===== config.mk =====
export PLATFORM = sky130hd
export DESIGN_NAME = data_mem_adapter
export DESIGN_NICKNAME = d
export VERILOG_FILES = /design/src/rtl/riscv_cpu_pkg.sv /design/src/rtl/dmem_byte_merge.sv /design/src/rtl/data_mem_adapter.sv
export SDC_FILE = /design/constraint.sdc
export NUM_CORES = 1
export LEC_CHECK = 0
export ABC_AREA = 1
export BUFFER_PORTS_ARGS = -buffer_cell sky130_fd_sc_hd__buf_2
export CORE_AREA = 2 2 73 75
export CTS_CLUSTER_DIAMETER = 80
export DETAILED_ROUTE_END_ITERATION = 8
export DIE_AREA = 0 0 75 77
export GPL_TIMING_DRIVEN = 1
export SYNTH_ARGS = -nofsm -noshare
export SYNTH_HDL_FRONTEND = slang
export SYNTH_SLANG_ARGS = --single-unit

===== constraint.sdc =====
create_clock -name clk_i -period 1 [get_ports clk_i]
set_input_delay 0.2 -clock clk_i [delete_from_list [all_inputs] [get_ports clk_i]]
set_output_delay 0.2 -clock clk_i [all_outputs]
set_load 0.05 [all_outputs]

===== src/rtl/riscv_cpu_pkg.sv =====
// riscv_cpu_pkg
// Shared constants and types for the core's data-memory path.
//   DATA_WIDTH    : data bus width (32 only)
//   dmem_state_e  : data_mem_adapter FSM states (IDLE, read-modify-write write phase)
package riscv_cpu_pkg;

    localparam int DATA_WIDTH = 32;

    typedef enum logic {
        DMEM_IDLE   = 1'b0,
        DMEM_RMW_WR = 1'b1
    } dmem_state_e;

endpackage


===== src/rtl/dmem_byte_merge.sv =====
// dmem_byte_merge
// Combinational byte-lane merge used by the read-modify-write path of
// data_mem_adapter. Only present when DATA_MEM_RMW_EN is defined.
// Ports:
//   old_word_i : word read back from the SRAM
//   new_word_i : lane-aligned store data
//   be_i       : byte enables of the store (1 = take new byte)
//   merged_o   : word to write back
`ifdef DATA_MEM_RMW_EN
module dmem_byte_merge
    import riscv_cpu_pkg::*;
(
    input  logic [DATA_WIDTH-1:0] old_word_i,
    input  logic [DATA_WIDTH-1:0] new_word_i,
    input  logic [3:0]            be_i,
    output logic [DATA_WIDTH-1:0] merged_o
);

    generate
        for (genvar gi = 0; gi < 4; gi++) begin : g_lane
            assign merged_o[8*gi +: 8] = be_i[gi] ? new_word_i[8*gi +: 8]
                                                  : old_word_i[8*gi +: 8];
        end
    endgenerate

endmodule
`endif


===== src/rtl/data_mem_adapter.sv =====
// data_mem_adapter
// Bridges the load/store unit's req/gnt/rvalid data interface to a
// single-port synchronous SRAM with one-cycle read latency.
// Configuration macro: DATA_MEM_RMW_EN
//   defined   : SRAM has no byte enables; sub-word stores are done as a
//               read (grant cycle) followed by a merged full-word write.
//   undefined : SRAM byte enables are driven from data_be_i; every store
//               completes in a single cycle.
// Ports:
//   clk_i, rst_ni                : clock, asynchronous active-low reset
//   data_req_i / data_gnt_o      : request / combinational grant
//   data_rvalid_o / data_err_o   : registered response valid / range error
//   data_addr_i, data_we_i, data_be_i, data_wdata_i : request payload
//   data_rdata_o                 : load data (0 unless in-range load response)
//   sram_req_o, sram_we_o, sram_addr_o, sram_be_o, sram_wdata_o : SRAM command
//   sram_rdata_i                 : SRAM read data, valid the cycle after a read
module data_mem_adapter
    import riscv_cpu_pkg::*;
#(
    parameter int ADDR_WIDTH = 12
) (
    input  logic                  clk_i,
    input  logic                  rst_ni,
    input  logic                  data_req_i,
    output logic                  data_gnt_o,
    output logic                  data_rvalid_o,
    output logic                  data_err_o,
    input  logic [31:0]           data_addr_i,
    input  logic                  data_we_i,
    input  logic [3:0]            data_be_i,
    input  logic [DATA_WIDTH-1:0] data_wdata_i,
    output logic [DATA_WIDTH-1:0] data_rdata_o,
    output logic                  sram_req_o,
    output logic                  sram_we_o,
    output logic [ADDR_WIDTH-1:0] sram_addr_o,
    output logic [3:0]            sram_be_o,
    output logic [DATA_WIDTH-1:0] sram_wdata_o,
    input  logic [DATA_WIDTH-1:0] sram_rdata_i
);

    // Byte-offset bits are meaningless for word accesses.
    logic unused_addr_bits;
    assign unused_addr_bits = ^data_addr_i[1:0];

    logic                  in_range;
    logic [ADDR_WIDTH-1:0] word_addr;
    logic                  be_full;
    logic                  be_empty;
    logic                  idle;
    logic                  rmw_start;
    logic                  rmw_wr;

    assign in_range  = ~|data_addr_i[31:ADDR_WIDTH+2];
    assign word_addr = data_addr_i[ADDR_WIDTH+1:2];
    assign be_full   = (data_be_i == 4'hF);
    assign be_empty  = (data_be_i == 4'h0);

`ifdef DATA_MEM_RMW_EN
    dmem_state_e           state_q, state_d;
    logic [ADDR_WIDTH-1:0] addr_q;
    logic [3:0]            be_q;
    logic [DATA_WIDTH-1:0] wdata_q;
    logic [DATA_WIDTH-1:0] merged;

    dmem_byte_merge u_merge (
        .old_word_i (sram_rdata_i),
        .new_word_i (wdata_q),
        .be_i       (be_q),
        .merged_o   (merged)
    );

    assign idle    = (state_q == DMEM_IDLE);
    assign rmw_wr  = (state_q == DMEM_RMW_WR);
    assign state_d = rmw_start ? DMEM_RMW_WR : DMEM_IDLE;

    always_ff @(posedge clk_i or negedge rst_ni) begin
        if (!rst_ni) begin
            state_q <= DMEM_IDLE;
            addr_q  <= '0;
            be_q    <= '0;
            wdata_q <= '0;
        end else begin
            state_q <= state_d;
            if (rmw_start) begin
                addr_q  <= word_addr;
                be_q    <= data_be_i;
                wdata_q <= data_wdata_i;
            end
        end
    end
`else
    assign idle   = 1'b1;
    assign rmw_wr = 1'b0;
`endif

    // Grant depends only on request, reset and registered state, never on
    // sram_rdata_i.
    assign data_gnt_o = data_req_i & rst_ni & idle;

    always_comb begin
        sram_req_o   = 1'b0;
        sram_we_o    = 1'b0;
        sram_addr_o  = word_addr;
        sram_be_o    = 4'hF;
        sram_wdata_o = data_wdata_i;
        rmw_start    = 1'b0;
        if (data_gnt_o && in_range) begin
            if (!data_we_i) begin
                sram_req_o = 1'b1;
            end else if (!be_empty) begin
`ifdef DATA_MEM_RMW_EN
                sram_req_o = 1'b1;
                if (be_full) begin
                    sram_we_o = 1'b1;
                end else begin
                    // Read the old word now; write the merge next cycle.
                    rmw_start = 1'b1;
                end
`else
                sram_req_o = 1'b1;
                sram_we_o  = 1'b1;
                sram_be_o  = be_full ? 4'hF : data_be_i;
`endif
            end
        end
`ifdef DATA_MEM_RMW_EN
        if (rmw_wr) begin
            sram_req_o   = 1'b1;
            sram_we_o    = 1'b1;
            sram_addr_o  = addr_q;
            sram_wdata_o = merged;
        end
`endif
    end

    // Response registers. An RMW store responds from its write phase.
    logic rvalid_q, rvalid_d;
    logic err_q, err_d;
    logic resp_is_load_q, resp_is_load_d;

    assign rvalid_d       = (data_gnt_o & ~rmw_start) | rmw_wr;
    assign err_d          = data_gnt_o & ~in_range;
    assign resp_is_load_d = data_gnt_o & ~data_we_i & in_range;

    always_ff @(posedge clk_i or negedge rst_ni) begin
        if (!rst_ni) begin
            rvalid_q       <= 1'b0;
            err_q          <= 1'b0;
            resp_is_load_q <= 1'b0;
        end else begin
            rvalid_q       <= rvalid_d;
            err_q          <= err_d;
            resp_is_load_q <= resp_is_load_d;
        end
    end

    assign data_rvalid_o = rvalid_q;
    assign data_err_o    = err_q;
    assign data_rdata_o  = (rvalid_q & resp_is_load_q) ? sram_rdata_i : '0;

endmodule

# Yosys cells after proc, flatten, opt, wreduce, memory -nomap -nowiden
# Cells that the tools add are included.
[totals]
reg_bits = 3
[classes]
n_eq_ne = 1
reduce_logical = 4
bitwise = 6
n_mux = 10
[ops]
columns = ["operator", "n"]
rows = [
  ["$mux 32", 1],
  ["$reduce_or 18->1", 1],
  ["$mux 4", 4],
  ["$and 1x1->1", 5],
  ["$mux 1", 5],
  ["$eq 4x4->1 const B", 1],
  ["$logic_not 4->1", 1],
  ["$logic_and 1x1->1", 1],
  ["$logic_not 1->1", 1],
  ["$not 1->1", 1],
]

# Longest topological paths before layout
# Gate-level depths: netlist (run 1).
[depth]
depth_word = 5
mapped_depth = 6
depth_no_buf = 6

# Worst setup path after synthesis (run 1)
# OpenSTA, ideal clock, no wires.
[synth_timing]
path_type = "reg-to-output"
startpoint = "register rvalid_q (netlist: data_rvalid_o)"
endpoint = "output data_rdata_o[0]"
t_arrival_ns = 1.677
setup_slack_ns = -0.877
path_buffers = 1
required_time_ns = 0.800
path_stages_with_launch = 4
cell_sequence = "dfrtp_1 -> nand2_1 -> clkbuf_1 -> nor2_1"
[synth_via]
elab_chain_cells = 2
[synth_rtl]
columns = ["item", "line_no", "source"]
rows = [
  ["start: declaration", "data_mem_adapter.sv:137", "logic rvalid_q, rvalid_d;"],
  ["start signal: assignment", "data_mem_adapter.sv:151", "rvalid_q <= rvalid_d;"],
  ["$and 1x1->1", "data_mem_adapter.sv:159", "assign data_rdata_o = (rvalid_q & resp_is_load_q) ? sram_rdata_i : '0;"],
  ["$mux 32", "data_mem_adapter.sv:159", ""],
  ["end: declaration", "data_mem_adapter.sv:32", "output logic [DATA_WIDTH-1:0] data_rdata_o,"],
]
# Every way passes these cells.

# Worst setup path in the final report (run 1)
[layout_timing]
startpoint = "register resp_is_load_q"
endpoint = "output data_rdata_o[9]"
[layout_via]
elab_chain_cells = 2
[layout_rtl]
columns = ["item", "line_no", "source"]
rows = [
  ["start: declaration", "data_mem_adapter.sv:139", "logic resp_is_load_q, resp_is_load_d;"],
  ["start signal: assignment", "data_mem_adapter.sv:153", "resp_is_load_q <= resp_is_load_d;"],
  ["$and 1x1->1", "data_mem_adapter.sv:159", ""],
  ["$mux 32", "data_mem_adapter.sv:159", ""],
]
# Every way passes these cells.

==> results_dict.tcl, run 1 <==
set metrics [dict create \
    status "complete, but fails checks" \
    violations "setup timing" \
    cp_slowest_cell "dfrtp_1" \
    rsz0062_at_grt "true" \
    setup_viol_count_final 40 \
    internal_power_uw 576 \
    io_pins 189 \
    synth_top_area_cell "buf_4" \
    start_kind "register" \
    n_antenna_cell 0 \
    clk_pin_slew_ps 30 \
    power.total_uw 834 \
    critical_path.max_stage_delay_ps 410 \
    path_cells "nand2_8 -> buf_12 -> nor2_4 -> buf_8" \
    final_net_count 334 \
    rows 26 \
    crit_family "flip-flops" \
    core_um2 4980 \
    final_common_cell "buf_2" \
    grt_max_degree 9 \
    yosysTopAreaCellShare 0.386 \
    cts_htree_levels 1 \
    cts_sinks 3 \
    wl_per_cell_um 10.6 \
    crit_arrival_ps 1180 \
    overflow 0 \
    p_clk_frac 0.433 \
    swShare 0.310 \
    worstSetupPathType "register to output pin" \
    initial_core_util 0.172 \
    yosys-top-cells-area "buf_4 39%, nor2_1 22%, inv_1 15%" \
    register_area_um2 76.3 \
    worst_pin_slew_ps 193 \
    cts-root-buf "clkbuf_8" \
    p_leak_uw 0.00103 \
    vias 1136 \
    pwr-share-seq 0.157 \
    gp_congestion 0.669 \
    die_area_um2 5780 \
    slew_viol_final 0 \
    hpwl_um 2290 \
    cap_violations 0 \
    drive_gt1_frac 0.773 \
    multiInputGateArea_um2 649 \
    cts.path.max_buffers 2 \
    dpl.cell_count 289 \
    layout_setup_ws_ps -381 \
    p_switching_uw 258 \
    path_max_fanout 8 \
    grt_first_pass_wirelength_um 4750 \
    yosysWarnings 0 \
    path_buf_inv 2 \
    max-vdd-ir-drop_mv 0.396 \
    die_w_um 75 \
    syn_avg_cell_area_um2 5.52 \
    drt_iter0_drc 10 \
    endpoint_kind "output pin" \
    synth_cells 155 \
    period_minus_slack_ps 1380 \
    fin_worst_hold_slack_ps 252 \
    final_antenna_net_count 0 \
    grt_pass1_vias 1144 \
    drc_errors 0 \
    required_ps 800 \
    portBuffers 98 \
    fin_crit_sh 1.38 \
    fill_cells 494 \
    seq_area_frac_synth 0.0877 \
    relSlewSlack 0.871 \
    stdcell_count 299 \
    hold_path_class "input pin to register" \
    ys_seq_elements 3 \
    p_comb_frac 0.410 \
    dr.pass1.iters 2 \
    cts_tree "done" \
    layout_common_cells "49 x buf_2, 39 x nor2_4, 39 x buf_6" \
    die_y_um 77 \
    ys_types 14 \
    cts_made_buffers 3 \
    drt-vias-per-instance 3.80 \
    area_delta_synth_final_pct 142 \
    p_per_area_nw_per_um2 402 \
    syn_nets 259 \
    grtUsageTotal 0.103 \
    clock.fmax_ghz 0.724 \
    antenna_found_initial 0 \
    hold_viol 0 \
    syn_area_um2 856 \
    wirelength_um 3170 \
]
==> flip-flops by register name (all words and copies together) (netlist names) <==
| register | count |
|---|---|
| data_err_o | 1 |
| data_rvalid_o | 1 |
| resp_is_load_q | 1 |
==> final timing paths <==
path,from,to,cells after the start
max,resp_is_load_q$_DFF_PN0_,data_rdata_o[9],4
min,data_we_i,resp_is_load_q$_DFF_PN0_,3
min in group asynchronous,rst_ni,data_err_o$_DFF_PN0_,3
max in group asynchronous,rst_ni,data_rvalid_o$_DFF_PN0_,3
==> repair_timing <==
action / 4_1_cts / 5_1_grt
resized for setup: 99 / 27
buffers inserted: 3 / 3
gates cloned: 1 / 0
endpoints found under the setup margin: 40 / 42
hold buffers: 1 / 0
hold endpoints to repair: 3 / 0
pin swaps: 14 / 13
==> synthesized netlist by cell type (all sizes together) <==
cell type  number
nand4           1
o21bai          1
nor2           53
clkbuf          3
dfrtp           3
or2             1
nand3           4
inv            36
buf            44
and2            1
nand2           8
==> layer usage <==
metal | routed length [µm] | up-vias | global-route usage
met5 | 0 | - | 0
met4 | 7 | 0 | 0.0286
met3 | 445 | 2 | 0.0578
met2 | 1790 | 90 | 0.193
met1 | 932 | 507 | 0.0912
li1 | - | 537 | -
==> power groups by stage <==
| stage | logic, µW | registers [µW] | clock network (µW) |
|---|---|---|---|
| CTS | 316 | 131 | 367 |
| floorplan | 582 | 146 | 0 |
| finish | 342 | 131 | 361 |
| global route | 376 | 132 | 374 |
| global placement | 272 | 131 | 0 |
| detailed placement | 275 | 131 | 0 |
==> kinds of logic after synthesis <==
kind of cell,Yosys count,synth area share
compound gates,1,0.00878
buf+inv,83,0.557
flops,3,0.0877
simple gates,68,0.346
==> area by class of cell <==
| cell class | count | area share |
|---|---|---|
| repair buffers | 117 | 0.519 |
| flip-flops and latches | 3 | 0.0368 |
| inverters | 36 | 0.0669 |
| clock buffers | 4 | 0.0217 |
| multi-input cells | 69 | 0.313 |
| well taps | 70 | 0.0422 |
==> stage by stage <==
step	setup slack (ps)	area [µm²]	TNS (ps)	utilization
detailed placement	-410	1520	-9130	0.306
finish	-381	2070	-13710	0.417
global placement	-394	1520	-9020	0.306
global route	-437	2070	-15910	0.417
CTS	-410	1960	-14510	0.394
floorplan	-349	1200	-11910	-
(Power assumes the default switching activity.)
==> inputs of run 2 (changes only) <==
==> constraint.sdc (replaced) <==
create_clock -name clk_i -period 1 [get_ports clk_i]
set_input_delay 0.1 -clock clk_i [delete_from_list [all_inputs] [get_ports clk_i]]
set_output_delay 0.1 -clock clk_i [all_outputs]
set_load 0.05 [all_outputs]
==> results_dict.tcl, run 2 (same netlist as run 1, synthesis figures left out) <==
set metrics [dict create \
    cts-root-buf "clkbuf_8" \
    antenna_found_initial 0 \
    drt-vias-per-instance 3.66 \
    status "complete, but fails checks" \
    path_max_fanout 12 \
    cap_violations 0 \
    layout_setup_ws_ps -249 \
    initial_core_util 0.172 \
    core_um2 4980 \
    grt_first_pass_wirelength_um 4240 \
    grtUsageTotal 0.0908 \
    cts_sinks 3 \
    cts_made_buffers 3 \
    hpwl_um 2210 \
    rows 26 \
    n_antenna_cell 0 \
    clk_pin_slew_ps 30 \
    period_minus_slack_ps 1250 \
    die_w_um 75 \
    stdcell_count 299 \
    drt_iter0_drc 6 \
    die_area_um2 5780 \
    final_antenna_net_count 0 \
    slew_viol_final 0 \
    drive_gt1_frac 0.764 \
    p_leak_uw 0.000994 \
    area_delta_synth_final_pct 127 \
    setup_viol_count_final 39 \
    p_per_area_nw_per_um2 408 \
    portBuffers 98 \
    dpl.cell_count 290 \
    cts_htree_levels 1 \
    crit_arrival_ps 1150 \
    cts_tree "done" \
    cts.path.max_buffers 2 \
    drc_errors 0 \
    hold_path_class "input pin to register" \
    io_pins 189 \
    clock.fmax_ghz 0.801 \
    wl_per_cell_um 9.11 \
    layout_common_cells "55 x buf_2, 38 x nor2_4, 36 x buf_6" \
    post-place-ws_ps -251 \
    vias 1095 \
    endpoint_kind "output pin" \
    worstSetupPathType "register to output pin" \
    overflow 0 \
    dr.pass1.iters 2 \
    required_ps 900 \
    grt_pass1_vias 1108 \
    final_net_count 334 \
    rsz0062_at_grt "true" \
    hold_viol 0 \
    grt_max_degree 13 \
    power.total_uw 793 \
    die_y_um 77 \
    max-vdd-ir-drop_mv 0.535 \
    violations "setup timing" \
    final_common_cell "buf_2" \
    wirelength_um 2720 \
    worst_pin_slew_ps 246 \
    relSlewSlack 0.836 \
    gp_congestion 0.666 \
    start_kind "register" \
    fin_crit_sh 1.25 \
    hold_depth 2 \
]
==> run 2: routing by layer <==
layer | wire length [µm] | share of wire | vias up | track usage
met5 | 0 | 0 | - | 0
met4 | 0 | 0 | 0 | 0.0232
met3 | 387 | 0.14 | 0 | 0.0499
met2 | 1470 | 0.54 | 83 | 0.179
met1 | 862 | 0.32 | 474 | 0.0731
li1 | - | - | 538 | -
==> run 2: critical path, stage by stage (launching register included) <==
cell     delay (ps)
dfrtp_2         410
nand2_4         130
buf_12          190
nor2_4           50
buf_6           140
==> run 2: what timing repair did <==
action,in CTS,in global routing
setup buffers,1,5
endpoints found under the hold margin,3,0
resized for setup,81,9
endpoints found under the setup margin,39,40
pin swaps,7,11
hold buffers,1,0
==> run 2: final timing paths <==
path | to | from
max | data_rdata_o[0] | data_rvalid_o$_DFF_PN0_
min | resp_is_load_q$_DFF_PN0_ | data_we_i
max in group asynchronous | data_rvalid_o$_DFF_PN0_ | rst_ni
min in group asynchronous | data_rvalid_o$_DFF_PN0_ | rst_ni
==> run 2: power breakdown <==
| group | total, µW | switching [µW] | internal [µW] |
|---|---|---|---|
| Sequential | 129 | 2.47 | 127 |
| Clock | 348 | 76.2 | 271 |
| Combinational | 316 | 159 | 157 |
==> run 2: cell type report <==
cell class	instances	area, µm²
fill	529	3040
timing repair buffer	117	946
multi-input combinational	69	648
inverter	36	139
tap	70	87.6
sequential	3	76.3
clock buffer	4	45.0
==> run 2: stage by stage <==
stage	util	area (µm²)	TNS, ps	hold slack [ps]
final	0.390	1940	-8600	87.0
after CTS	0.379	1890	-8900	83.7
after floorplan	-	1250	-7460	-196
after global placement	0.314	1560	-3460	14.3
after detailed placement	0.314	1560	-3680	7.43
after global routing	0.390	1940	-10310	94.0
